--- config.mk ---
export PLATFORM = sky130hd
export DESIGN_NAME = mig_cp_addr_remap
export DESIGN_NICKNAME = d
export VERILOG_FILES = /design/src/rtl/mig_cp_pkg.sv /design/src/rtl/mig_cp_sat_counter.sv /design/src/rtl/mig_cp_addr_remap.sv
export SDC_FILE = /design/constraint.sdc
export NUM_CORES = 1
export LEC_CHECK = 0
export ABC_CLOCK_PERIOD_IN_PS = 5200
export CORE_AREA = 5 5 182 96
export DETAILED_ROUTE_END_ITERATION = 8
export DIE_AREA = 0 0 187 101
export DONT_BUFFER_PORTS = 1
export PLACE_DENSITY = 0.75
export SYNTH_ARGS = -nofsm -noshare
export SYNTH_HDL_FRONTEND = slang
export SYNTH_SLANG_ARGS = --single-unit
--- constraint.sdc ---
create_clock -name aclk -period 5.2 [get_ports aclk]
set_clock_uncertainty 0.05 [all_clocks]
set_input_delay 1.04 -clock aclk [delete_from_list [all_inputs] [get_ports aclk]]
set_output_delay 1.04 -clock aclk [all_outputs]
set_load 0.02 [all_outputs]
--- src/rtl/mig_cp_pkg.sv ---
// Shared definitions for the MIG control-plane request path: error codes,
// partition-table entry layout and small elaboration helpers.
package mig_cp_pkg;

  localparam logic [1:0] ERR_NONE = 2'b00;
  localparam logic [1:0] ERR_MISS = 2'b01;
  localparam logic [1:0] ERR_OOB  = 2'b10;

  // A table entry is packed as {len, base}, with base in the low bits.
  localparam int unsigned TE_BASE_LSB = 0;

  function automatic int unsigned f_len_lsb(input int unsigned base_width);
    return base_width;
  endfunction

  function automatic int unsigned f_ceil_log2(input int unsigned value);
    int unsigned result;
    result = 0;
    while ((32'd1 << result) < value) result++;
    return result;
  endfunction

endpackage

--- src/rtl/mig_cp_sat_counter.sv ---
// Saturating event counter with a synchronous clear that wins over increment.
module mig_cp_sat_counter #(
  parameter int unsigned C_WIDTH = 32
) (
  input  logic               aclk,
  input  logic               areset,
  input  logic               inc,
  input  logic               clr,
  output logic [C_WIDTH-1:0] q
);

  logic [C_WIDTH-1:0] cnt_q;
  logic [C_WIDTH-1:0] cnt_d;

  always_comb begin
    // NOTE: every combinational output gets a default first so no path leaves
    // it unassigned, which would otherwise infer a latch.
    cnt_d = cnt_q;
    if (clr) begin
      cnt_d = '0;
    end else if (inc && (cnt_q != '1)) begin
      cnt_d = cnt_q + 1'b1;
    end
  end

  // NOTE: state registers use non-blocking assignment so every flop samples
  // pre-edge values regardless of process ordering.
  always_ff @(posedge aclk or posedge areset) begin
    if (areset) cnt_q <= '0;
    else        cnt_q <= cnt_d;
  end

  assign q = cnt_q;

endmodule

--- src/rtl/mig_cp_addr_remap.sv ---
// Relocates DSID-tagged requests into their partition using the control-plane
// table, bounds-checks the burst and routes it to the MIG or the error channel.
module mig_cp_addr_remap
  import mig_cp_pkg::*;
#(
  parameter int unsigned C_TAG_WIDTH      = 16,
  parameter int unsigned C_ADDR_WIDTH     = 32,
  parameter int unsigned C_BASE_WIDTH     = 32,
  parameter int unsigned C_LENGTH_WIDTH   = 32,
  parameter int unsigned C_ID_WIDTH       = 4,
  parameter int unsigned C_BEAT_BYTES_LOG = 4,
  parameter int unsigned C_CNT_WIDTH      = 32
) (
  input  logic                                   aclk,
  input  logic                                   areset,
  input  logic                                   s_valid,
  output logic                                   s_ready,
  input  logic [C_ADDR_WIDTH-1:0]                s_addr,
  input  logic [C_TAG_WIDTH-1:0]                 s_dsid,
  input  logic [7:0]                             s_len,
  input  logic [C_ID_WIDTH-1:0]                  s_id,
  output logic [C_TAG_WIDTH-1:0]                 tag_a,
  input  logic [C_LENGTH_WIDTH+C_BASE_WIDTH-1:0] do_a,
  input  logic                                   tag_match_a,
  output logic                                   m_valid,
  input  logic                                   m_ready,
  output logic [C_ADDR_WIDTH-1:0]                m_addr,
  output logic [7:0]                             m_len,
  output logic [C_ID_WIDTH-1:0]                  m_id,
  output logic                                   err_valid,
  input  logic                                   err_ready,
  output logic [C_ID_WIDTH-1:0]                  err_id,
  output logic [1:0]                             err_code,
  input  logic                                   cnt_clear,
  output logic [C_CNT_WIDTH-1:0]                 cnt_ok,
  output logic [C_CNT_WIDTH-1:0]                 cnt_err
);

  localparam int unsigned AW1  = C_ADDR_WIDTH + 1;
  localparam int unsigned CMPW =
    ((C_ADDR_WIDTH > C_LENGTH_WIDTH) ? C_ADDR_WIDTH : C_LENGTH_WIDTH) + 1;

  logic                      slot_valid_q, slot_valid_d;
  logic                      slot_err_q,   slot_err_d;
  logic [1:0]                slot_code_q,  slot_code_d;
  logic [C_ADDR_WIDTH-1:0]   slot_addr_q,  slot_addr_d;
  logic [7:0]                slot_len_q,   slot_len_d;
  logic [C_ID_WIDTH-1:0]     slot_id_q,    slot_id_d;

  logic [C_BASE_WIDTH-1:0]   base;
  logic [C_LENGTH_WIDTH-1:0] plen;
  logic [AW1-1:0]            burst_bytes;
  logic [AW1-1:0]            end_addr;
  logic                      oob;
  logic                      accept;
  logic                      fire_out;
  logic                      fire_ok;
  logic                      fire_err;
  logic                      cls_err;
  logic [1:0]                cls_code;
  logic [C_ADDR_WIDTH-1:0]   cls_addr;

  assign tag_a = s_dsid;
  assign base  = do_a[TE_BASE_LSB +: C_BASE_WIDTH];
  assign plen  = do_a[f_len_lsb(C_BASE_WIDTH) +: C_LENGTH_WIDTH];

  assign m_valid   = slot_valid_q & ~slot_err_q;
  assign err_valid = slot_valid_q &  slot_err_q;
  assign fire_ok   = m_valid & m_ready;
  assign fire_err  = err_valid & err_ready;
  assign fire_out  = fire_ok | fire_err;
  assign s_ready   = ~slot_valid_q | fire_out;
  assign accept    = s_valid & s_ready;

  // The burst end is kept one bit wider than the address so it never wraps.
  assign burst_bytes = AW1'({1'b0, s_len} + 9'd1) << C_BEAT_BYTES_LOG;
  assign end_addr    = AW1'(s_addr) + burst_bytes;
  assign oob         = (plen == '0) || (CMPW'(end_addr) > CMPW'(plen));

  always_comb begin
    cls_err  = 1'b0;
    cls_code = ERR_NONE;
    cls_addr = '0;
    if (!tag_match_a) begin
      cls_err  = 1'b1;
      cls_code = ERR_MISS;
    end else if (oob) begin
      cls_err  = 1'b1;
      cls_code = ERR_OOB;
    end else begin
      cls_addr = base + s_addr;
    end
  end

  // A held slot only changes once it fires, so later table writes cannot
  // disturb it; accept and fire in the same cycle reload with no bubble.
  always_comb begin
    slot_valid_d = slot_valid_q;
    slot_err_d   = slot_err_q;
    slot_code_d  = slot_code_q;
    slot_addr_d  = slot_addr_q;
    slot_len_d   = slot_len_q;
    slot_id_d    = slot_id_q;
    if (accept) begin
      slot_valid_d = 1'b1;
      slot_err_d   = cls_err;
      slot_code_d  = cls_code;
      slot_addr_d  = cls_addr;
      slot_len_d   = s_len;
      slot_id_d    = s_id;
    end else if (fire_out) begin
      slot_valid_d = 1'b0;
    end
  end

  always_ff @(posedge aclk or posedge areset) begin
    if (areset) begin
      slot_valid_q <= 1'b0;
      slot_err_q   <= 1'b0;
      slot_code_q  <= ERR_NONE;
      slot_addr_q  <= '0;
      slot_len_q   <= '0;
      slot_id_q    <= '0;
    end else begin
      slot_valid_q <= slot_valid_d;
      slot_err_q   <= slot_err_d;
      slot_code_q  <= slot_code_d;
      slot_addr_q  <= slot_addr_d;
      slot_len_q   <= slot_len_d;
      slot_id_q    <= slot_id_d;
    end
  end

  assign m_addr   = slot_addr_q;
  assign m_len    = slot_len_q;
  assign m_id     = slot_id_q;
  assign err_id   = slot_id_q;
  assign err_code = slot_code_q;

  mig_cp_sat_counter #(.C_WIDTH(C_CNT_WIDTH)) u_cnt_ok (
    .aclk   (aclk),
    .areset (areset),
    .inc    (fire_ok),
    .clr    (cnt_clear),
    .q      (cnt_ok)
  );

  mig_cp_sat_counter #(.C_WIDTH(C_CNT_WIDTH)) u_cnt_err (
    .aclk   (aclk),
    .areset (areset),
    .inc    (fire_err),
    .clr    (cnt_clear),
    .q      (cnt_err)
  );

endmodule

# Word-level counts from Yosys, hierarchy flattened
# Index checks and enable logic that the tools add are counted.
[totals] reg_bits=112 word_cells=44 in_bits=131 output_inout_bits=133
[classes] add_sub_neg=5 reduce_logical=7 eq_ne=2 magnitude_cmp=1 n_bitwise=9 n_mux=12
[ops] cell="two-way mux 32 bit" count=6
[ops] cell="adder 32 x 1 -> 32 bit, second input constant" count=2
[ops] cell="inequality test 32 bit, second input constant" count=2
[ops] cell="adder 32 x 13 -> 33 bit" count=1
[ops] cell="> comparator 33 x 32 -> 1 bit" count=1
[ops] cell="adder 32 bit" count=1
[ops] cell="logical NOT 32 bit" count=1
[ops] cell="adder 8 x 1 -> 9 bit, second input constant" count=1
[ops] cell="nonzero test 2 bit" count=3
[ops] cell="AND 1 bit" count=5
[ops] cell="two-way mux 1 bit" count=4
[ops] cell="two-way mux 2 bit" count=2
[ops] cell="logical AND 1 bit" count=2
[ops] cell="NOT 1 bit" count=2
[ops] cell="bitwise OR 1 bit" count=2
[ops] cell="logical OR 1 bit" count=1

# Longest topological paths before layout
# Gate-level depths: netlist of run 1.
[depth] depth_word=7 depth_mapped=21 ltp_nobuf=20

# Hierarchy
# A second synthesis of run 1 with hierarchy kept.
[hier_totals] hier_cells=1013 area_unflattened_um2=8805.9
[modules_own_cells] module="mig_cp_addr_remap" cells_each=641 area_each_um2=5325.1 seq_area_each_um2=1201.2 instances=1
[modules_own_cells] module="mig_cp_sat_counter" cells_each=186 area_each_um2=1740.4 seq_area_each_um2=800.8 instances=2

# Worst setup path before layout of run 1
# Ideal clock, no wire load.
[synth_timing] path_type="input to register" start="in s_len[4]" end="reg slot_addr_q[17], in the netlist m_addr[17]" required_time_ns=5.063 arrival_ns=5.015 n_path_buf=1 stages=20 setup_ns=0.087 path_slack_ns=0.048 path_cell_list="and3_1 -> nand3_1 -> or2_2 -> xnor2_1 -> ha_1 -> nand2_1 -> a2111oi_0 -> o41ai_2 -> nand2b_1 -> xnor2_1 -> ha_1 -> a21oi_1 -> o21ai_0 -> a211oi_1 -> nor3_1 -> o32a_1 -> or2_1 -> buf_4 -> a2111o_1 -> o211ai_1"
[synth_between] elab_chain_cells=6
[synth_rtl] element="start, declared" line="mig_cp_addr_remap.sv:20" text="input logic [7:0] s_len,"
[synth_rtl] element="adder 8 x 1 -> 9 bit" line="mig_cp_addr_remap.sv:76" text="assign burst_bytes = AW1'({1'b0, s_len} + 9'd1) << C_BEAT_BYTES_LOG;"
[synth_rtl] element="adder 32 x 13 -> 33 bit" line="mig_cp_addr_remap.sv:77" text="assign end_addr = AW1'(s_addr) + burst_bytes;"
[synth_rtl] element="> comparator 33 x 32 -> 1 bit" line="mig_cp_addr_remap.sv:78" text="assign oob = (plen == '0) || (CMPW'(end_addr) > CMPW'(plen));"
[synth_rtl] element="logical OR 1 bit" line="mig_cp_addr_remap.sv:78"
[synth_rtl] element="two-way mux 32 bit" line="mig_cp_addr_remap.sv:87" text="end else if (oob) begin"
[synth_rtl] element="two-way mux 32 bit" line="mig_cp_addr_remap.sv:84" text="if (!tag_match_a) begin"
[synth_rtl] element="end signal, assigned" line="mig_cp_addr_remap.sv:128" text="slot_addr_q <= slot_addr_d;"
[synth_rtl] element="end, declared" line="mig_cp_addr_remap.sv:46" text="logic [C_ADDR_WIDTH-1:0] slot_addr_q, slot_addr_d;"
# No other way between the ends.
# A chain may end at the register's enable or synchronous reset.

# Worst setup path after layout of run 1
# Ends and elaborated chain as after synthesis.

==> summary.md, run 1 <==
| Metric | Value |
|---|---|
| Launching point of the worst reg2reg path | u_cnt_err.q[2] |
| Die Width | 187 um |
| Non-Filler Instances | 1211 |
| Post-Route M1 WL | 11.57 mm |
| Critical Path Source | s_len[4] |
| Crit path DAT | 5250 ps |
| TritonRoute pass-1 iters | 5 |
| Min-Delay Path Depth | 2 |
| Slew HR | 0.3127 |
| Peak VDD IR | 0.1703 mV |
| CTS Buf Count | 9 |
| Number of H-tree levels | 3 |
| Worst slew pin tran | 1022 ps |
| Clock sinks | 112 |
| Die height | 101 um |
| Max_cap viols | 0 |
| Worst hold path class | reg -> reg |
| Status | complete, no violations |
| Via count of the first global-routing pass | 6827 |
| CTS tree | yes |
| Distinct cells, synth | 63 |
| Number of antenna violations at the first check in global routing | 0 |
| Total wire length | 23.93 mm |
| Type of element launching the critical path | primary input |
| Met3 WL | 2.504 mm |
| Detail Route Antenna Nets | 0 |
| Initial Util | 0.5320 |
| Clock buffer depth | 2 |
| Primary FF master, synth | dfrtp_1 |
| Met2 routed WL | 9.688 mm |
| Cell Area, Synth | 8434 um2 |
| Reg clk slew, reported paths | 80 ps |
| Post-synth EDFFs | 0 |
| Register area | 2803 um2 |
| Post-CTS Hold Buffers | 0 |
| Vias per cell | 5.973 |
| # DRC | 0 |
| Crit Path Class | in -> reg |
| Full die area | 18890 um2 |
| Core box area | 15860 um2 |
| Area occupied by multi-input gates | 5231 um2 |
| Max layer used | met4 |
| Async S/R FF share, synth | 1.000 |
| Rows | 33 |
| Layout cell share with drive strength beyond 1 | 0.07193 |
| Final Hold Fails | 0 |
| Total number of vias | 7233 |
| Worst EP required | 5420 ps |
| Global-route wire length before repair | 37.44 mm |
| R2r worst-path depth | 8 |
| Lkg Pwr | 4.186 nW |
| GRT Util Overall | 0.2484 |
| Synthesis-to-layout area growth | 7.536% |
| Crit end category | flip-flop |
| Skew-Pair Late Insertion Delay | 350 ps |
| Syn Nets | 1208 |
| P per Cell Area | 250.7 nW/um2 |
| Yosys warning count | 0 |
| Post-synthesis sequential area ratio | 0.3323 |
| Mapped Cells | 997 |
| Worst Hold End | slot_err_q |
| R2R setup slack | 2200 ps |
| PortBufs | 0 |
| Place WS | -490.6 ps |
| Gr ovfl total | 0 |
| Nets | 1208 |
| HP Start | slot_err_q |
| Fin worst setup slack | 169.0 ps |
| Placer congestion estimate | 0.9686 |
| Fin crit share | 0.9675 |
| Endpoints failing setup | 0 |
| Largest net degree at the start of global routing | 75 |
| Reg-to-Reg End | u_cnt_err.q[28] |
| Root buffer cell | clkbuf_16 |
| Layout fillers | 1462 |
| Ports | 264 |
| Minimum clock period | 5031 ps |
| Routed len/inst | 19.76 um |
| Antenna Cells | 0 |
| Worst-path fanout max | 18 |
| Max Clock Freq | 0.1988 GHz |
| Slew Limit Fails | 0 |
| Post-DP HPWL | 19.40 mm |
| Seq cells post-synth | 112 |
| Setup TNS Final | 0 ps |
| Starting DRT DRC Count | 445 |
| Placed cell count | 1196 |
| Synth Area per Inst | 8.460 um2 |
-- stage by stage --
| stage | instance area, um2 | hold slack (ps) | total power [W] | util |
|---|---|---|---|---|
| final | 9070 | 541.0 | 0.002274 | 0.5720 |
| after CTS | 8984 | 551.2 | 0.002281 | 0.5666 |
| after global routing | 9070 | 589.7 | 0.002408 | 0.5720 |
| after global placement | 8703 | 531.0 | 0.001609 | 0.5489 |
| after floorplan | 8434 | 474.6 | 0.001493 | - |
| after detailed placement | 8703 | 534.4 | 0.001622 | 0.5489 |
-- final cells by class --
| cell class | count | area share |
|---|---|---|
| multi-input cells | 778 | 0.5768 |
| clock inverters | 3 | 0.001931 |
| clock buffers | 12 | 0.02828 |
| well taps | 210 | 0.02897 |
| flip-flops and latches | 112 | 0.3090 |
| repair buffers | 32 | 0.02828 |
| inverters | 64 | 0.02676 |
-- per-layer routing --
metal	GRT usage	up-vias
met1	0.3715	3437
met4	0.03010	0
met3	0.09446	15
li1	-	3491
met5	0	-
met2	0.3490	290
-- Yosys cell counts (all sizes together) (16+ instances only) --
master    n  area [um2]
nand3    33       165.2
nor2     93       349.1
nand2   128       480.5
clkbuf   19       73.82
buf      24       177.7
xnor2    52       455.4
nand4    35       219.0
nor3     19       105.1
o21ai    55       275.3
xor2     53       464.2
a21oi    53       265.3
dfrtp   112        2803
and3     25       165.2
a21o     16       120.1
inv      64       240.2
ha       78       975.9
-- worst max-delay path, stage by stage --
cell       delay (ps)
and3_1            160
nand3_2           100
or2_4             290
xnor2_4           140
ha_1              310
nand2_2            90
a2111oi_4         300
buf_4             190
o41ai_4            80
buf_6             150
nor2_1            120
xor2_1            160
ha_1              280
a21oi_1           150
o21ai_0           170
a211oi_1          220
nor3_1             80
o32a_1            390
or2_4             280
buf_12            150
a2111o_1          280
o211ai_1          100
-- how the worst max path moves through the flow --
stage,end
2_1_floorplan,m_addr[17]
3_3_place_gp,m_addr[17]
3_5_place_dp,m_addr[17]
4_1_cts,m_addr[17]
5_1_grt,m_addr[17]
6_report,m_addr[17]
-- kinds of logic after synthesis --
family                   share of synthesized area
AND/OR/NAND/NOR                             0.2316
buffers and inverters                      0.05830
AO/OA/AOI/OAI                               0.1448
XOR/XNOR                                    0.1090
multiplexers                              0.003560
flip-flops                                  0.3323
adder cells (fa/ha/maj)                     0.1205
-- state kept, by name (all words and copies together) (netlist names) --
signal,flops
err_code,2
err_id,4
m_addr,32
m_len,8
slot_err_q,1
slot_valid_q,1
u_cnt_err.q,32
u_cnt_ok.q,32
-- placed cells by master (no fill, tap or decap), drive strengths merged, types with 4 or more instances in the layout --
cell type	count
a21boi	4
clkbuf	12
nor3	19
a211o	6
nand3	33
nand2	128
a211oi	8
o2111a	4
nand4	35
nor2	93
nor4	13
and4	11
o21ai	55
and3	25
ha	78
a21oi	53
xnor2	52
inv	64
nand2b	6
a221o	5
a31oi	5
buf	32
nor2b	4
o21a	4
a21o	16
o21bai	6
o31ai	4
and2	13
or3	11
xor2	53
dfrtp	112
-- what timing repair did --
action,in CTS,in global routing
endpoints found under the setup margin,8,28
gates cloned,0,0
gates resized for setup,2,16
buffers inserted,0,0
pin swaps,0,5
-- power by group --
part | total [W] | switching, W | internal, W
clock network | 0.000655 | 0.000307 | 0.000348
registers | 0.00110 | 0.000159 | 0.000937
logic | 0.000523 | 0.000305 | 0.000219
(Power assumes the default switching activity.)
==> run 2: changes to the inputs <==
Settings changed: CAP_MARGIN set to 20.
==> results of run 2 <==
No change in the layout: final DEF, timing and power equal those of run 1.
==> run 3: changes to the inputs <==
Settings changed: ABC_CLOCK_PERIOD_IN_PS 5200 to not set.
==> results of run 3 <==
No change in the layout: final DEF, timing and power equal those of run 1.
